===== src/rtl/input_conditioner.sv =====
// Input conditioner: two-flop synchronizers and per-channel debouncers for mode/pause
// switches and the play button. Accepted presses raise sticky event/overrun flags.
`default_nettype none

module input_conditioner #(
  parameter int DEBOUNCE_CYCLES = 500000
) (
  input  logic       clk,
  input  logic       reset,
  input  logic       switch_mode0,
  input  logic       switch_mode1,
  input  logic       switch_pause,
  input  logic       play_btn,
  input  logic       evt_ack,
  output logic [1:0] mode,
  output logic       pause,
  output logic       play_level,
  output logic       play_event,
  output logic       overrun
);

  localparam int            CW        = $clog2(DEBOUNCE_CYCLES);
  localparam logic [CW-1:0] CNT_MAX   = CW'(DEBOUNCE_CYCLES - 1);
  localparam logic [CW-1:0] CNT_ONE   = CW'(1);
  // Channel order {play_btn, pause, mode1, mode0}; play_btn idles high.
  localparam logic [3:0]    RST_LEVEL = 4'b1000;

  logic [3:0]    raw_w;
  logic [3:0]    sync1_q;
  logic [3:0]    sync2_q;
  logic [3:0]    acc_q;
  logic [3:0]    acc_d;
  logic [CW-1:0] cnt_q [4];
  logic [CW-1:0] cnt_d [4];
  logic          press_w;
  logic          play_event_q;
  logic          play_event_d;
  logic          overrun_q;
  logic          overrun_d;

  assign raw_w = {play_btn, switch_pause, switch_mode1, switch_mode0};

  always_comb begin
    for (int i = 0; i < 4; i++) begin
      acc_d[i] = acc_q[i];
      cnt_d[i] = '0;
      if (sync2_q[i] != acc_q[i]) begin
        if (cnt_q[i] == CNT_MAX) begin
          acc_d[i] = sync2_q[i];
        end else begin
          cnt_d[i] = cnt_q[i] + CNT_ONE;
        end
      end
    end
  end

  // A press is the accepted play level falling; a new press beats a same-cycle ack.
  always_comb begin
    press_w      = acc_q[3] & ~acc_d[3];
    play_event_d = press_w | (play_event_q & ~evt_ack);
    overrun_d    = ~evt_ack & (overrun_q | (press_w & play_event_q));
  end

  always_ff @(posedge clk) begin
    if (!reset) begin
      sync1_q      <= RST_LEVEL;
      sync2_q      <= RST_LEVEL;
      acc_q        <= RST_LEVEL;
      play_event_q <= 1'b0;
      overrun_q    <= 1'b0;
      for (int i = 0; i < 4; i++) begin
        cnt_q[i] <= '0;
      end
    end else begin
      sync1_q      <= raw_w;
      sync2_q      <= sync1_q;
      acc_q        <= acc_d;
      play_event_q <= play_event_d;
      overrun_q    <= overrun_d;
      for (int i = 0; i < 4; i++) begin
        cnt_q[i] <= cnt_d[i];
      end
    end
  end

  assign mode       = acc_q[1:0];
  assign pause      = acc_q[2];
  assign play_level = acc_q[3];
  assign play_event = play_event_q;
  assign overrun    = overrun_q;

endmodule

`default_nettype wire

===== config.mk =====
export PLATFORM = sky130hd
export DESIGN_NAME = input_conditioner
export DESIGN_NICKNAME = d
export VERILOG_FILES = /design/src/rtl/input_conditioner.sv
export SDC_FILE = /design/constraint.sdc
export NUM_CORES = 1
export LEC_CHECK = 0
export ABC_AREA = 1
export BUFFER_PORTS_ARGS = -buffer_cell sky130_fd_sc_hd__buf_2
export CORE_MARGIN = 2
export CORE_UTILIZATION = 49
export DETAILED_ROUTE_END_ITERATION = 6
export PLACE_DENSITY_LB_ADDON = 0.12
export SLEW_MARGIN = 30
export SYNTH_ARGS = -nofsm -noshare
export SYNTH_HDL_FRONTEND = slang
export SYNTH_SLANG_ARGS = --single-unit

===== constraint.sdc =====
create_clock -name clk -period 1.9 [get_ports clk]
set_clock_uncertainty 0.2 [all_clocks]
set_input_delay 0.475 -clock clk [delete_from_list [all_inputs] [get_ports clk]]
set_output_delay 0.475 -clock clk [all_outputs]
set_load 0.05 [all_outputs]

==> results list, run 1 <==
* Run status: finished, final reports clean
* Final-layout fill cell count: 880
* Cell variety after synth: 28
- Port buffering added 12 buffers.
- On the critical path, the stage with the largest delay is an instance of sky130_fd_sc_hd__dfxtp_1.
- The final hold violation count came to 0.
* Proportion of synthesized chip area in sequential cells: 0.4048
* Sum of met2 wire segment lengths after detailed routing: slightly above 4 mm
* Clock Latency Late Sink: 0.36 ns
* Layout cells sized above 1: 0.08895
- After detailed routing, the met3 layer carries between 300 and 400 microns of wire.
- Counting flops and latches in the post-synthesis netlist gives 90.
- Clock tree synthesis inserted a total of 9 buffers.
* Die Area: 0.009861 sq mm
- Max rail drop VDD: 0.0004451 V
- The worst setup path is of the flip-flop to primary output kind.
- The net count of the finished layout is 703.
- Via count of the first global-routing pass: about 3800
- Total nets after synthesis: 674
- Hold slack: 0.09131 ns
- CTS Hold Bufs: 0
* Buffer depth of the longest clock path: 2
* Core region area: 0.008763 sq mm
- TritonCTS built the clock tree.
* Worst min-delay path startpoint: switch_mode1
- Dividing the final minimum period by the clock period gives 0.9223.
* Count of placed standard cells including taps: 789
- From left edge to right edge, the die measures roughly 100 microns.
- The number of buffers and inverters on the critical path is 1.
* Data arrival time of the critical path: between 1 and 1.5 ns
* Number of design rule violations left after detail routing: 0
* Transition time of the tightest slew-check pin: between 0.4 and 0.5 ns
- Total grt overflow: 0
- After detailed routing, the total wire length is 8.880 mm.
* Post-placement worst setup slack: 0.1325 ns
- Avg Vias per Cell: 4.943
* Reg clk slew, reported paths: 0.10 ns
* Cell row count: 34
- Entering global routing, the biggest net connects 20 pins.
- After the first detailed-routing iteration, the DRC count stood at 114.
- The worst path needs between 1.5 and 2 ns of the cycle, external delays included.
* Total Negative Setup Slacks: 0 ns
- Setup slack on the critical path of the routed design comes to around 0.15 ns.
- Max layer used: met4
- PwrDens: 671.4 mW/mm^2
* Number of search-and-repair iterations in the first detailed-routing pass: 4
* Initial antenna violation count: 0
* Met1 wire length: 4.305 mm
- Post-synthesis cell count: 663
- The tightest min-delay check is of the primary input to flip-flop type.
- Top-level port count: 13
- Maximum fanout along the worst path: 6
- A synthesized cell averages 6.713 sq um.
- Total number of H-tree levels: 3
- Routability-driven placement congestion ratio: 0.8862
- CP endpoint kind: primary output
* Max capacitance violation total: 0
- For this run, the leading register cell type out of synthesis is sky130_fd_sc_hd__dfxtp_1.
* Worst endpoint required time: 1.22 ns
- On the worst path, the slowest cell contributes a delay of 0.41 ns.
- The most critical setup path has its startpoint at acc_q[3]$_SDFF_PN1_.
* Initial core utilization: 0.5079
- Once layout is complete, the utilization of the core stands at 0.5630.
- RSZ-0062 raised after global routing: no
- Final setup viols: 0
- The max-slew violation count was 0.
- The first global-routing pass estimated 16.06 mm of wire.
* HPWL after detailed placement: approximately 6.8 mm
- Count of inserted antenna diode cells: 0
* Count of placed standard cells in the final layout, fillers left out: 805
* Remaining max-slew budget at the tightest pin: 0.6880
- Routed len/inst: 11.03 microns
- Origin of the critical flop-to-flop path: cnt_q[2][0]$_SDFF_PP0_
* CP top delay family: flip-flops
* Number of synthesized flops with an enable pin: 0
* Vertical extent of the die: 99.31 microns
- From synthesis to final layout, the design area changed by 10.85%.
* Buffer type at the clock tree root: sky130_fd_sc_hd__clkbuf_8
* Total clock sinks: 90
- Startpoint class of the critical path: flip-flop
- The count of nets left with antenna violations once routing finished came out at 0.
* Share of flip-flops with an asynchronous set or reset after synthesis: 0
- Cells along the critical path: buf_2
- Post-synthesis instance area: between 0.004 and 0.005 sq mm
- Max Clock Freq: 570.7 MHz
- GRT Resource Usage Total: 0.1966
* Number of warnings issued by yosys: 0
- DR vias: 3979
* Static leakage: 1.684 nW
[layout make-up]
cell class / instances / area (sq um) / area share
Multi-Input combinational cell: 495 / 2357 / 0.4778
Tap cell: 108 / 135.1 / 0.02739
Clock buffer: 10 / 137.6 / 0.02790
Sequential cell: 90 / 1802 / 0.3652
Clock inverter: 6 / 72.57 / 0.01471
Timing Repair Buffer: 23 / 155.1 / 0.03145
Inverter: 73 / 274.0 / 0.05554
[cell usage after synthesis, types with 4 or more instances]
cell,count,area [sq um]
sky130_fd_sc_hd__nand2_1,176,660.6
sky130_fd_sc_hd__nand3_1,39,195.2
sky130_fd_sc_hd__nand3b_1,9,67.56
sky130_fd_sc_hd__inv_1,70,262.8
sky130_fd_sc_hd__dfxtp_1,90,1802
sky130_fd_sc_hd__nor3_1,10,50.05
sky130_fd_sc_hd__or2_0,7,43.79
sky130_fd_sc_hd__nand4_1,19,118.9
sky130_fd_sc_hd__o21ai_0,10,50.05
sky130_fd_sc_hd__nor2_2,4,25.02
sky130_fd_sc_hd__xnor2_1,7,61.31
sky130_fd_sc_hd__xor2_1,20,175.2
sky130_fd_sc_hd__ha_1,4,50.05
sky130_fd_sc_hd__or2_2,6,37.54
sky130_fd_sc_hd__a21oi_1,36,180.2
sky130_fd_sc_hd__nor2_1,137,514.2
[cell families after synthesis]
logic type / Yosys count / synth area share
AOI/OAI and AO/OA: 48 / 0.05763
and+or+nand+nor: 416 / 0.4023
buffers and inverters: 78 / 0.07084
DFF: 90 / 0.4048
adders and majority gates: 4 / 0.01125
xor gates and xnor gates: 27 / 0.05314
[metrics by stage]
stage	cell area (sq um)	total power [mW]
after floorplan	4451	1.976
after global placement	4700	1.996
after detailed placement	4700	1.998
after CTS	4910	3.377
after global routing	4933	3.461
final	4933	3.312
[sequential cells by signal, indices dropped and copies added, names as in the netlist]
| register | count |
|---|---|
| acc_q | 4 |
| cnt_q | 76 |
| overrun | 1 |
| play_event | 1 |
| sync1_q | 4 |
| sync2_q | 4 |
[per-layer routing]
layer	up-vias	track usage
met1	1781	0.2523
li1	2137	-
met4	0	0.05585
met3	12	0.04357
met2	49	0.3332
met5	-	0
[what timing repair did]
item,4_1_cts,5_1_grt
hold endpoints to repair,0,0
buffers inserted,0,0
setup endpoints to repair,0,27
resized for setup,0,5
[path summary, 6_finish.rpt]
check / cells past startpoint / slack [ns] / to
worst max register to register: 10 / 0.18 / cnt_q[2][16]$_SDFF_PP0_
worst min register to register: 2 / 0.22 / sync2_q[0]$_SDFF_PN0_
worst min-delay path: 3 / 0.09 / sync1_q[1]$_SDFF_PN0_
worst max-delay path: 1 / 0.15 / play_level
[cell usage in the layout, fill, tap and decap left out, drive strengths merged]
cell type	Yosys	routed
o21ai	10	10
ha	4	4
xnor2	7	7
nor3	10	10
nand3b	9	9
nand3	42	42
clkbuf	1	10
buf	4	23
clkinv	1	3
nor2	142	142
clkinvlp	0	1
nand4	19	19
or2	13	13
bufinv	0	1
o21a	1	1
dfxtp	90	90
inv	72	74
nand2	180	180
o21bai	1	1
a21oi	36	36
xor2	20	20
nor2b	1	1
[report_power, final]
group	internal [mW]	total (mW)	switching [mW]
Combinational	0.0220	0.0526	0.0306
Sequential	1.89	1.90	0.00620
Clock	0.658	1.36	0.701
Total	2.57	3.31	0.738
(Power assumes the default switching activity.)
==> run 2, diff against run 1 <==
--- a/config.mk
+++ b/config.mk
@@ -9,6 +9,7 @@
 export BUFFER_PORTS_ARGS = -buffer_cell sky130_fd_sc_hd__buf_2
 export CORE_MARGIN = 2
 export CORE_UTILIZATION = 49
+export CTS_BUF_LIST = sky130_fd_sc_hd__clkbuf_4
 export DETAILED_ROUTE_END_ITERATION = 6
 export PLACE_DENSITY_LB_ADDON = 0.12
 export SLEW_MARGIN = 30
==> run 2 against run 1 <==
Sequential share of layout area rose by 0.25 points. Critical endpoint is now mode[0]. Critical path type unchanged. Die area did not move. Maximum frequency fell by 2.5%. Highest routed layer unchanged. Register-to-register slack barely moved. Non-clock buffer count rose by 3. Global-route usage rose by 0.31 points. Largest power group unchanged. Cell count rose by 0.37%. Flip-flop and latch count did not move.
==> results list, run 2 (synthesis results as in run 1) <==
- Run status: finished, final reports clean
* Transition time of the tightest slew-check pin: 0.4701 ns (+0.005775 ns)
* Number of search-and-repair iterations in the first detailed-routing pass: 4 (unchanged)
* RSZ-0062 raised after global routing: no
- Most frequent cells in the layout: sky130_fd_sc_hd__nand2_1, sky130_fd_sc_hd__nor2_1, sky130_fd_sc_hd__dfxtp_1
- Number of routed nets with antenna violations: 0 (unchanged)
- The wire length of the first global-routing pass was 16.20 mm (+0.86%).
- The detail-routed via count per cell is 4.933 (-0.20%).
* Iter 0 DRT Violations: 99 (-13%)
- The buffer depth of the longest clock path came to 2 (unchanged).
- GRT Resource Usage Total: 0.1997 (+0.003104)
* Worst endpoint required time: 1.22 ns (about the same)
- The flip-flop count of the largest register after layout is 76 (unchanged).
- The upper clock frequency limit was 556.3 MHz (-2.5%).
- Port bufs: 12 (unchanged)
- Total grt overflow: 0 (unchanged)
* Register area: 0.001802 sq mm (unchanged)
- The critical path's largest stage delay came to 0.40 ns (about the same).
* Area post-placement: 0.004700 sq mm (unchanged)
* Routability-driven placement congestion ratio: 0.8862 (unchanged)
* Most common cell after layout, fill and taps aside: sky130_fd_sc_hd__nand2_1
- Die Area: 0.009861 sq mm (unchanged)
- Max capacitance violation total: 0 (unchanged)
- Final setup viols: 0 (unchanged)
- The worst setup path is launched from a flip-flop.
- The max-slew violation count is 0 (unchanged).
- Among cell families on the critical path, the largest total delay comes from flip-flops.
* X dimension of the die: 99.31 microns (unchanged)
- Initial antenna violation count: 0 (unchanged)
- STA classifies the critical path endpoint as a primary output.
- CTS placed an instance of sky130_fd_sc_hd__clkbuf_4 at the clock tree root.
- TritonCTS built the clock tree.
- The net count of the finished layout was 706 (+0.43%).
- Total design power: 3.058 mW (-7.7%)
* Clock buffers created by TritonCTS: 9 (unchanged)
* Final period utilization: 0.9461 (+0.02381)
- Static leakage: 1.669 nW (-0.86%)
- The highest ir drop seen on vdd is 0.0004112 V (-7.6%).
- Total number of H-tree levels: 3 (unchanged)
- In this run the worst setup path begins at acc_q[0]$_SDFFE_PN0P_.
- Core region area: 0.008763 sq mm (unchanged)
- Total clock sinks: 90 (unchanged)
- The number of buffers inserted by post-CTS setup repair is 0 (unchanged).
- The final hold violation count is 0 (unchanged).
- Layout cells sized above 1: 0.08714 (-0.001810)
- The starting density of the core came to 0.5079 (unchanged).
- The worst slew margin relative to its limit is 0.6842 (-0.003880).
- Area added between synthesis and finish: 10.09%
- Wirelength, routed: 8.932 mm (+0.59%)
* Maximum fanout along the worst path: 4 (-2)
* Time the final worst path needs with I/O delays and setup: 1.798 ns (+0.04523 ns)
- Most flops, register: cnt_q
- Pin count of the biggest net entering global routing: 20 (unchanged)
- Buf/Inv on CP: 1 (unchanged)
- The final design instance area without fill was 0.004900 sq mm (-0.68%).
* Cells along the critical path: buf_2
- The worst register-to-register path begins at cnt_q[2][0]$_SDFF_PP0_.
- The number of diodes was 0 (unchanged).
* Worst min-delay path startpoint: switch_mode0
- The clock-pin transition on the worst setup and hold timing paths came to 0.14 ns (+0.04 ns).
- HPWL after detailed placement: 6.752 mm (unchanged)
- Vertical extent of the die: 99.31 microns (unchanged)
- Data arrival time of the critical path: 1.12 ns (+0.04 ns)
- The utilization after layout came to 0.5591 (-0.003855).
* Worst path slowest cell: sky130_fd_sc_hd__dfxtp_1
* Number of design rule violations left after detail routing: 0 (unchanged)
* Routed len/inst: 11.05 microns (+0.21%)
- PwrDens: 624.1 mW/mm^2 (-7.0%)
- Type of the most critical hold path: primary input to flip-flop
- Top-level port count: 13 (unchanged)
- Via count of the first global-routing pass: 3834 (+2.0%)
- Final-layout fill cell count: 893 (+1.5%)
- The total number of vias was 3986 (+0.18%).
* Setup CP Type: flip-flop to primary output
- Cell row count: 34 (unchanged)
* Area taken by multi-input logic gates: 0.002357 sq mm (unchanged)
- Total Negative Setup Slacks: 0 ns (unchanged)
* Clock Latency Late Sink: 0.45 ns (+0.09 ns)
## run 2: cell count changes in the layout (fill, tap and decap cells not counted)
cell / previous run / this run
sky130_fd_sc_hd__clkinv_1: 1 / 2
sky130_fd_sc_hd__buf_4: 10 / 11
sky130_fd_sc_hd__buf_2: 12 / 11
sky130_fd_sc_hd__clkbuf_4: 0 / 9
sky130_fd_sc_hd__dlygate4sd3_1: 0 / 3
sky130_fd_sc_hd__clkbuf_8: 10 / 0
## run 2: report_power, final
part,switching [mW],leakage (nW),internal [mW],total [mW]
combinational,0.0315,0.868,0.0260,0.0575
sequential,0.00617,0.727,1.90,1.90
clock,0.685,0.0746,0.411,1.10
total,0.723,1.67,2.34,3.06
## run 2: through the flow
step	setup WS, ns	cells	hold slack (ns)
2_1_floorplan	0.2231	663	0.1905
3_3_place_gp	0.1789	789	0.1925
3_5_place_dp	0.1325	789	0.2044
4_1_cts	0.004551	808	0.009825
5_1_grt	0.009264	808	0.03613
6_report	0.1024	808	0.02645
## run 2: worst register-to-register path, stage by stage, from the launching register on
cell	delay, ns
sky130_fd_sc_hd__dfxtp_1	0.42
sky130_fd_sc_hd__ha_1	0.20
sky130_fd_sc_hd__inv_2	0.06
sky130_fd_sc_hd__nor2_4	0.11
sky130_fd_sc_hd__inv_2	0.05
sky130_fd_sc_hd__nor2_2	0.14
sky130_fd_sc_hd__nand3_2	0.15
sky130_fd_sc_hd__nand2_8	0.17
sky130_fd_sc_hd__inv_1	0.07
sky130_fd_sc_hd__nand2_1	0.05
sky130_fd_sc_hd__inv_1	0.03
## run 2: path summary, 6_finish.rpt
check,to,slack (ns),cells after the start
min reg2reg,sync2_q[0]$_SDFF_PN0_,0.23,2
min,sync1_q[0]$_SDFF_PN0_,0.03,3
max reg2reg,cnt_q[2][16]$_SDFF_PP0_,0.18,10
max,mode[0],0.10,1
## run 2: final cells by class
class                      count  share of cell area
timing repair buffer          26             0.03830
tap                          108             0.02758
clock inverter                 7             0.01558
clock buffer                   9             0.01379
multi-input combinational    495              0.4811
inverter                      73             0.05592
sequential                    90              0.3677
## run 2: per-layer routing
metal	routed length (microns)	vias up	global-route usage
li1	-	2146	-
met1	4316	1783	0.2488
met2	4160	47	0.3363
met3	335	10	0.04989
met4	120	0	0.07060
met5	0	-	0
## run 2: what timing repair did
| action | 4_1_cts | 5_1_grt |
|---|---|---|
| setup endpoints to repair | 0 | 30 |
| endpoints found under the hold margin | 3 | 0 |
| gates resized for setup | 0 | 7 |
| hold buffers | 3 | 0 |
